$ cat src/rtl/adder_nbit_if.sv
// Operand/result bundle for adder_nbit. The overflow signal exists only when
// ADDER_NBIT_OVERFLOW_EN is defined.
interface adder_nbit_if #(
  parameter int N = 32
);
  logic         in_valid;
  logic [N-1:0] a;
  logic [N-1:0] b;
  logic         c_in;
  logic [N-1:0] sum;
  logic         c_out;
  logic         out_valid;
`ifdef ADDER_NBIT_OVERFLOW_EN
  logic         overflow;

  modport master (
    output in_valid, a, b, c_in,
    input  sum, c_out, out_valid, overflow
  );
  modport slave (
    input  in_valid, a, b, c_in,
    output sum, c_out, out_valid, overflow
  );
`else
  modport master (
    output in_valid, a, b, c_in,
    input  sum, c_out, out_valid
  );
  modport slave (
    input  in_valid, a, b, c_in,
    output sum, c_out, out_valid
  );
`endif
endinterface

$ cat src/rtl/adder_nbit.sv
// N-bit ripple-carry adder built from full-adder cells, one register stage.
// Optional signed-overflow output is enabled by defining ADDER_NBIT_OVERFLOW_EN.
module adder_nbit #(
  parameter int N = 32
) (
  input  logic         clk,
  input  logic         rst_n,
  adder_nbit_if.slave  bus
);

  logic [N:0]   c;
  logic [N-1:0] s;

  assign c[0] = bus.c_in;

  for (genvar i = 0; i < N; i++) begin : g_fa
    logic p;
    assign p      = bus.a[i] ^ bus.b[i];
    assign s[i]   = p ^ c[i];
    assign c[i+1] = (bus.a[i] & bus.b[i]) | (c[i] & p);
  end

  // Register stage: data holds when in_valid is low, valid strobes for one cycle.
  logic [N-1:0] sum_q,   sum_d;
  logic         c_out_q, c_out_d;
  logic         out_valid_q;

  always_comb begin
    sum_d   = sum_q;
    c_out_d = c_out_q;
    if (bus.in_valid) begin
      sum_d   = s;
      c_out_d = c[N];
    end
  end

  always_ff @(posedge clk or negedge rst_n) begin
    if (!rst_n) begin
      sum_q       <= '0;
      c_out_q     <= 1'b0;
      out_valid_q <= 1'b0;
    end else begin
      sum_q       <= sum_d;
      c_out_q     <= c_out_d;
      out_valid_q <= bus.in_valid;
    end
  end

  assign bus.sum       = sum_q;
  assign bus.c_out     = c_out_q;
  assign bus.out_valid = out_valid_q;

`ifdef ADDER_NBIT_OVERFLOW_EN
  // Carries into and out of the sign bit disagree exactly on signed overflow.
  logic overflow_q, overflow_d;

  always_comb begin
    overflow_d = overflow_q;
    if (bus.in_valid) overflow_d = c[N] ^ c[N-1];
  end

  always_ff @(posedge clk or negedge rst_n) begin
    if (!rst_n) overflow_q <= 1'b0;
    else        overflow_q <= overflow_d;
  end

  assign bus.overflow = overflow_q;
`endif

endmodule

$ cat src/flat_wrapper.sv
// flat-port wrapper written by rule: the top's interface ports become plain ports
module adder_nbit_flat 
#(
  parameter int N = 32
)
  (clk, rst_n, bus_in_valid, bus_a, bus_b, bus_c_in, bus_sum, bus_c_out, bus_out_valid);
  adder_nbit_if #(.N(N)) bus_i ();
  input  logic clk;
  input  logic rst_n;
  input wire logic [$bits(bus_i.in_valid)-1:0] bus_in_valid;
  input wire logic [$bits(bus_i.a)-1:0] bus_a;
  input wire logic [$bits(bus_i.b)-1:0] bus_b;
  input wire logic [$bits(bus_i.c_in)-1:0] bus_c_in;
  output wire logic [$bits(bus_i.sum)-1:0] bus_sum;
  output wire logic [$bits(bus_i.c_out)-1:0] bus_c_out;
  output wire logic [$bits(bus_i.out_valid)-1:0] bus_out_valid;
  assign bus_i.in_valid = bus_in_valid;
  assign bus_i.a = bus_a;
  assign bus_i.b = bus_b;
  assign bus_i.c_in = bus_c_in;
  assign bus_sum = bus_i.sum;
  assign bus_c_out = bus_i.c_out;
  assign bus_out_valid = bus_i.out_valid;
  adder_nbit #(.N(N)) u_core (.clk(clk), .rst_n(rst_n), .bus(bus_i));
endmodule
$ cat config.mk
export PLATFORM = sky130hd
export DESIGN_NAME = adder_nbit_flat
export DESIGN_NICKNAME = d
export VERILOG_FILES = /design/src/rtl/adder_nbit_if.sv /design/src/rtl/adder_nbit.sv /design/src/flat_wrapper.sv
export SDC_FILE = /design/constraint.sdc
export NUM_CORES = 1
export LEC_CHECK = 0
export ABC_AREA = 1
export BUFFER_PORTS_ARGS = -buffer_cell sky130_fd_sc_hd__buf_2
export CAP_MARGIN = 0
export CORE_ASPECT_RATIO = 0.75
export CORE_MARGIN = 10
export CORE_UTILIZATION = 41
export CTS_CLUSTER_DIAMETER = 40
export DETAILED_ROUTE_END_ITERATION = 16
export PLACE_DENSITY = 0.76
export SYNTH_ARGS = -nofsm -noshare
export SYNTH_HDL_FRONTEND = slang
export SYNTH_SLANG_ARGS = --single-unit
$ cat constraint.sdc
create_clock -name clk -period 0.8 [get_ports clk]
set_input_delay 0.04 -clock clk [delete_from_list [all_inputs] [get_ports clk]]
set_output_delay 0.04 -clock clk [all_outputs]
set_load 0.01 [all_outputs]
==> flow_summary_export.csv <==
group,metric,value,unit
placed_design,portBuffers,101,
floorplan,die_area,8130,um^2
cts,cts.sinks,34,
global_routing,grt_start_max_net_pins,35,
routing,wire_per_inst,14.7,um
routing,ant_nets,0,
placed_design,dp_hpwl,4280,um
cts,cts-root-buf,"clkbuf_8",
cells_and_area,fillers,369,
global_routing,grt_usage,13.7,%
worst_setup_path,r2r-end,"u_core.bus.sum[14]$_DFFE_PN0P_",
floorplan,start_util,43.7,%
routing,first_pass_iters,4,
routing,num_vias,1637,
synth,yosys-top-cells-area,"dfrtp_1, fa_1, nand2_1",
worst_setup_path,reg2reg_from,"u_core.bus.sum[14]$_DFFE_PN0P_",
floorplan,ios,102,
cells_and_area,diodes,0,
worst_setup_path,r2r_cells,4,
placed_design,post-place-cells,338,
sta,skew,0,ns
min_path,hold_path_depth,2,
routing,drc,0,
floorplan,die_y,80.6,um
synth,synth.net_count,283,
cells_and_area,syn2layout_area_growth,51.7,%
worst_setup_path,crit_path_start_kind,"primary input",
sta,fin_ws,-10.59,ns
global_routing,grt_pass1_wl,8760,um
cts,h-tree-depth,2,
run,drv_cap,0,
cts,cts_tree,"built",
sta,fin_crit,11.39,ns
global_routing,first_global_vias,1885,
worst_setup_path,critPathCapture,"u_core.bus.sum[31]$_DFFE_PN0P_",
cts,cts_max_path_buffers,2,
synth,avgSynthCellArea,11.0,um^2
pwr,ir_drop,1.09,mV
floorplan,die-width,101,um
placed_design,gp_congestion,0.759,
status,violations,"negative setup slack",
synth,yosysTopAreaCell,"dfrtp_1",
synth,yosysSeqAreaShare,42.4,%
routing,via_per_inst,4.42,
sta,worstMarginPinSlew,0.228,ns
sta,fmax,87.8,MHz
pwr,p_leak,1.61,nW
sta,setup_viol,66,
cts,numCtsBuffers,5,
worst_setup_path,crit_required,1.02,ns
cells_and_area,fin_nets,412,
pwr,p_per_area,1890,nW/um^2
synth,synth_area,2010,um^2
worst_setup_path,crit_start,"bus_c_in",
synth,netlist_instances,183,
worst_setup_path,end_kind,"flip-flop",
cells_and_area,stdcell_count,370,
global_routing,overflow,0,
worst_setup_path,path_max_fanout,1,
sta,finalHoldViolations,0,
synth,synth_cell_types,9,
worst_setup_path,r2r_setup_slack,-0.05,ns
cells_and_area,drive_above_1_share,59.7,%
cells_and_area,final_core_util,66.2,%
cells_and_area,seqCellArea,851,um^2
routing,drtIter0Drc,43,
min_path,worstHoldPathType,"in2reg",
worst_setup_path,worstSetupPathType,"in2reg",
synth,synth.ff_latch_count,34,
cells_and_area,multi_input_area,1130,um^2
cts,clkSlewWorstSetupHoldPaths,0.07,ns
global_routing,grt_antenna_before_repair,0,
worst_setup_path,slowest_stage,"fa_1",
routing,drt_wl_total,5420,um
sta,final.period_utilization,1420,%
synth,synth_warnings,0,
floorplan,row_count,21,
worst_setup_path,path_common_cell,"fa_2",
sta,slew_violations,0,
sta,rsz0062_at_grt,"yes",
status,status,"complete, but fails checks",
floorplan,core,4600,um^2
worst_setup_path,critical-path-max-stage-delay,0.40,ns
pwr,total_power,5.77,mW
worst_setup_path,arrival,11.61,ns
synth,netlist.area_leader.share,42.4,%
sta,slew_headroom,84.8,%
cts,clock_latency,0.28,ns
==> placed cells by master (no fill, tap or decap) <==
cell / n
inv_1: 6
inv_8: 1
buf_4: 25
inv_2: 4
buf_12: 2
buf_6: 15
dlygate4sd3_1: 1
fa_1: 1
dfrtp_1: 34
nand2_2: 15
fa_2: 31
buf_2: 86
clkbuf_8: 8
nand2_1: 84
==> final cells by class <==
cell class	count	area share [%]
Multi-Input combinational cell	131	37.0
Sequential cell	34	27.9
Timing Repair Buffer	129	27.5
Inverter	11	1.60
Clock buffer	8	3.62
Tap cell	57	2.34
==> through the flow <==
step | setup WS (ns) | area (um^2) | hold WS (ns) | setup TNS (ns)
after CTS | -10.59 | 2920 | 0.140 | -178.02
after detailed placement | -10.90 | 2640 | 0.0162 | -186.86
after global placement | -10.72 | 2640 | 0.0104 | -183.59
after global routing | -10.88 | 3050 | 0.134 | -183.35
after floorplan | -10.38 | 2080 | -0.256 | -176.36
final | -10.59 | 3050 | 0.153 | -177.31
==> Yosys cell counts <==
| master | count |
|---|---|
| inv_8 | 1 |
| inv_1 | 10 |
| buf_6 | 3 |
| nand2_1 | 89 |
| buf_4 | 3 |
| buf_8 | 1 |
| dfrtp_1 | 34 |
| nand2_2 | 10 |
| fa_1 | 32 |
==> per-layer routing <==
layer | routed length (um) | GRT usage, % | up-vias
li1 | - | - | 789
met1 | 2160 | 15.9 | 782
met5 | 0 | 0 | -
met3 | 472 | 5.22 | 5
met4 | 69 | 5.49 | 0
met2 | 2730 | 22.4 | 61
==> flip-flops by register name, summed over array words and instances, names as in the netlist <==
signal and flops:
u_core.bus.sum 32, u_core.bus.c_out 1, u_core.bus.out_valid 1
==> where the power goes <==
| part | total [mW] | switching, mW | internal (mW) | leakage (nW) |
|---|---|---|---|---|
| combinational | 2.11 | 0.962 | 1.14 | 1.14 |
| clock | 1.44 | 0.576 | 0.868 | 0.0575 |
| sequential | 2.22 | 0.188 | 2.03 | 0.414 |
==> how the worst min path moves through the flow <==
stage                       from                              to  slack (ns)
floorplan                  rst_n    u_core.bus.c_out$_DFFE_PN0P_       -0.26
global placement           rst_n  u_core.bus.sum[24]$_DFFE_PN0P_        0.01
detailed placement         rst_n  u_core.bus.sum[24]$_DFFE_PN0P_        0.02
CTS                 bus_in_valid  u_core.bus.out_valid$_DFF_PN0_        0.14
global route        bus_in_valid  u_core.bus.out_valid$_DFF_PN0_        0.13
finish              bus_in_valid  u_core.bus.out_valid$_DFF_PN0_        0.15
==> kinds of logic (layout without fill, tap and decap cells) <==
| group | Yosys count | in the layout | synth area share, % |
|---|---|---|---|
| adder cells (fa/ha/maj) | 32 | 32 | 31.9 |
| AND/OR/NAND/NOR | 99 | 99 | 19.8 |
| buffers and inverters | 18 | 148 | 5.98 |
| flip-flops | 34 | 34 | 42.4 |
==> worst max-delay path, delay by kind of cell <==
kind	cells	cell delay, ns
AND/OR/NAND/NOR	2	0.10
adder cells (fa/ha/maj)	32	11.15
buffers and inverters	5	0.31
==> what timing repair did <==
| action | in CTS | in global routing |
|---|---|---|
| setup buffers | 16 | 7 |
| gates resized for setup | 7 | 16 |
| hold buffers | 1 | 0 |
| pin swaps | 21 | 11 |
| endpoints found under the hold margin | 34 | 0 |
| endpoints found under the setup margin | 66 | 66 |
Note: power is estimated with default switching activity, not from simulation.
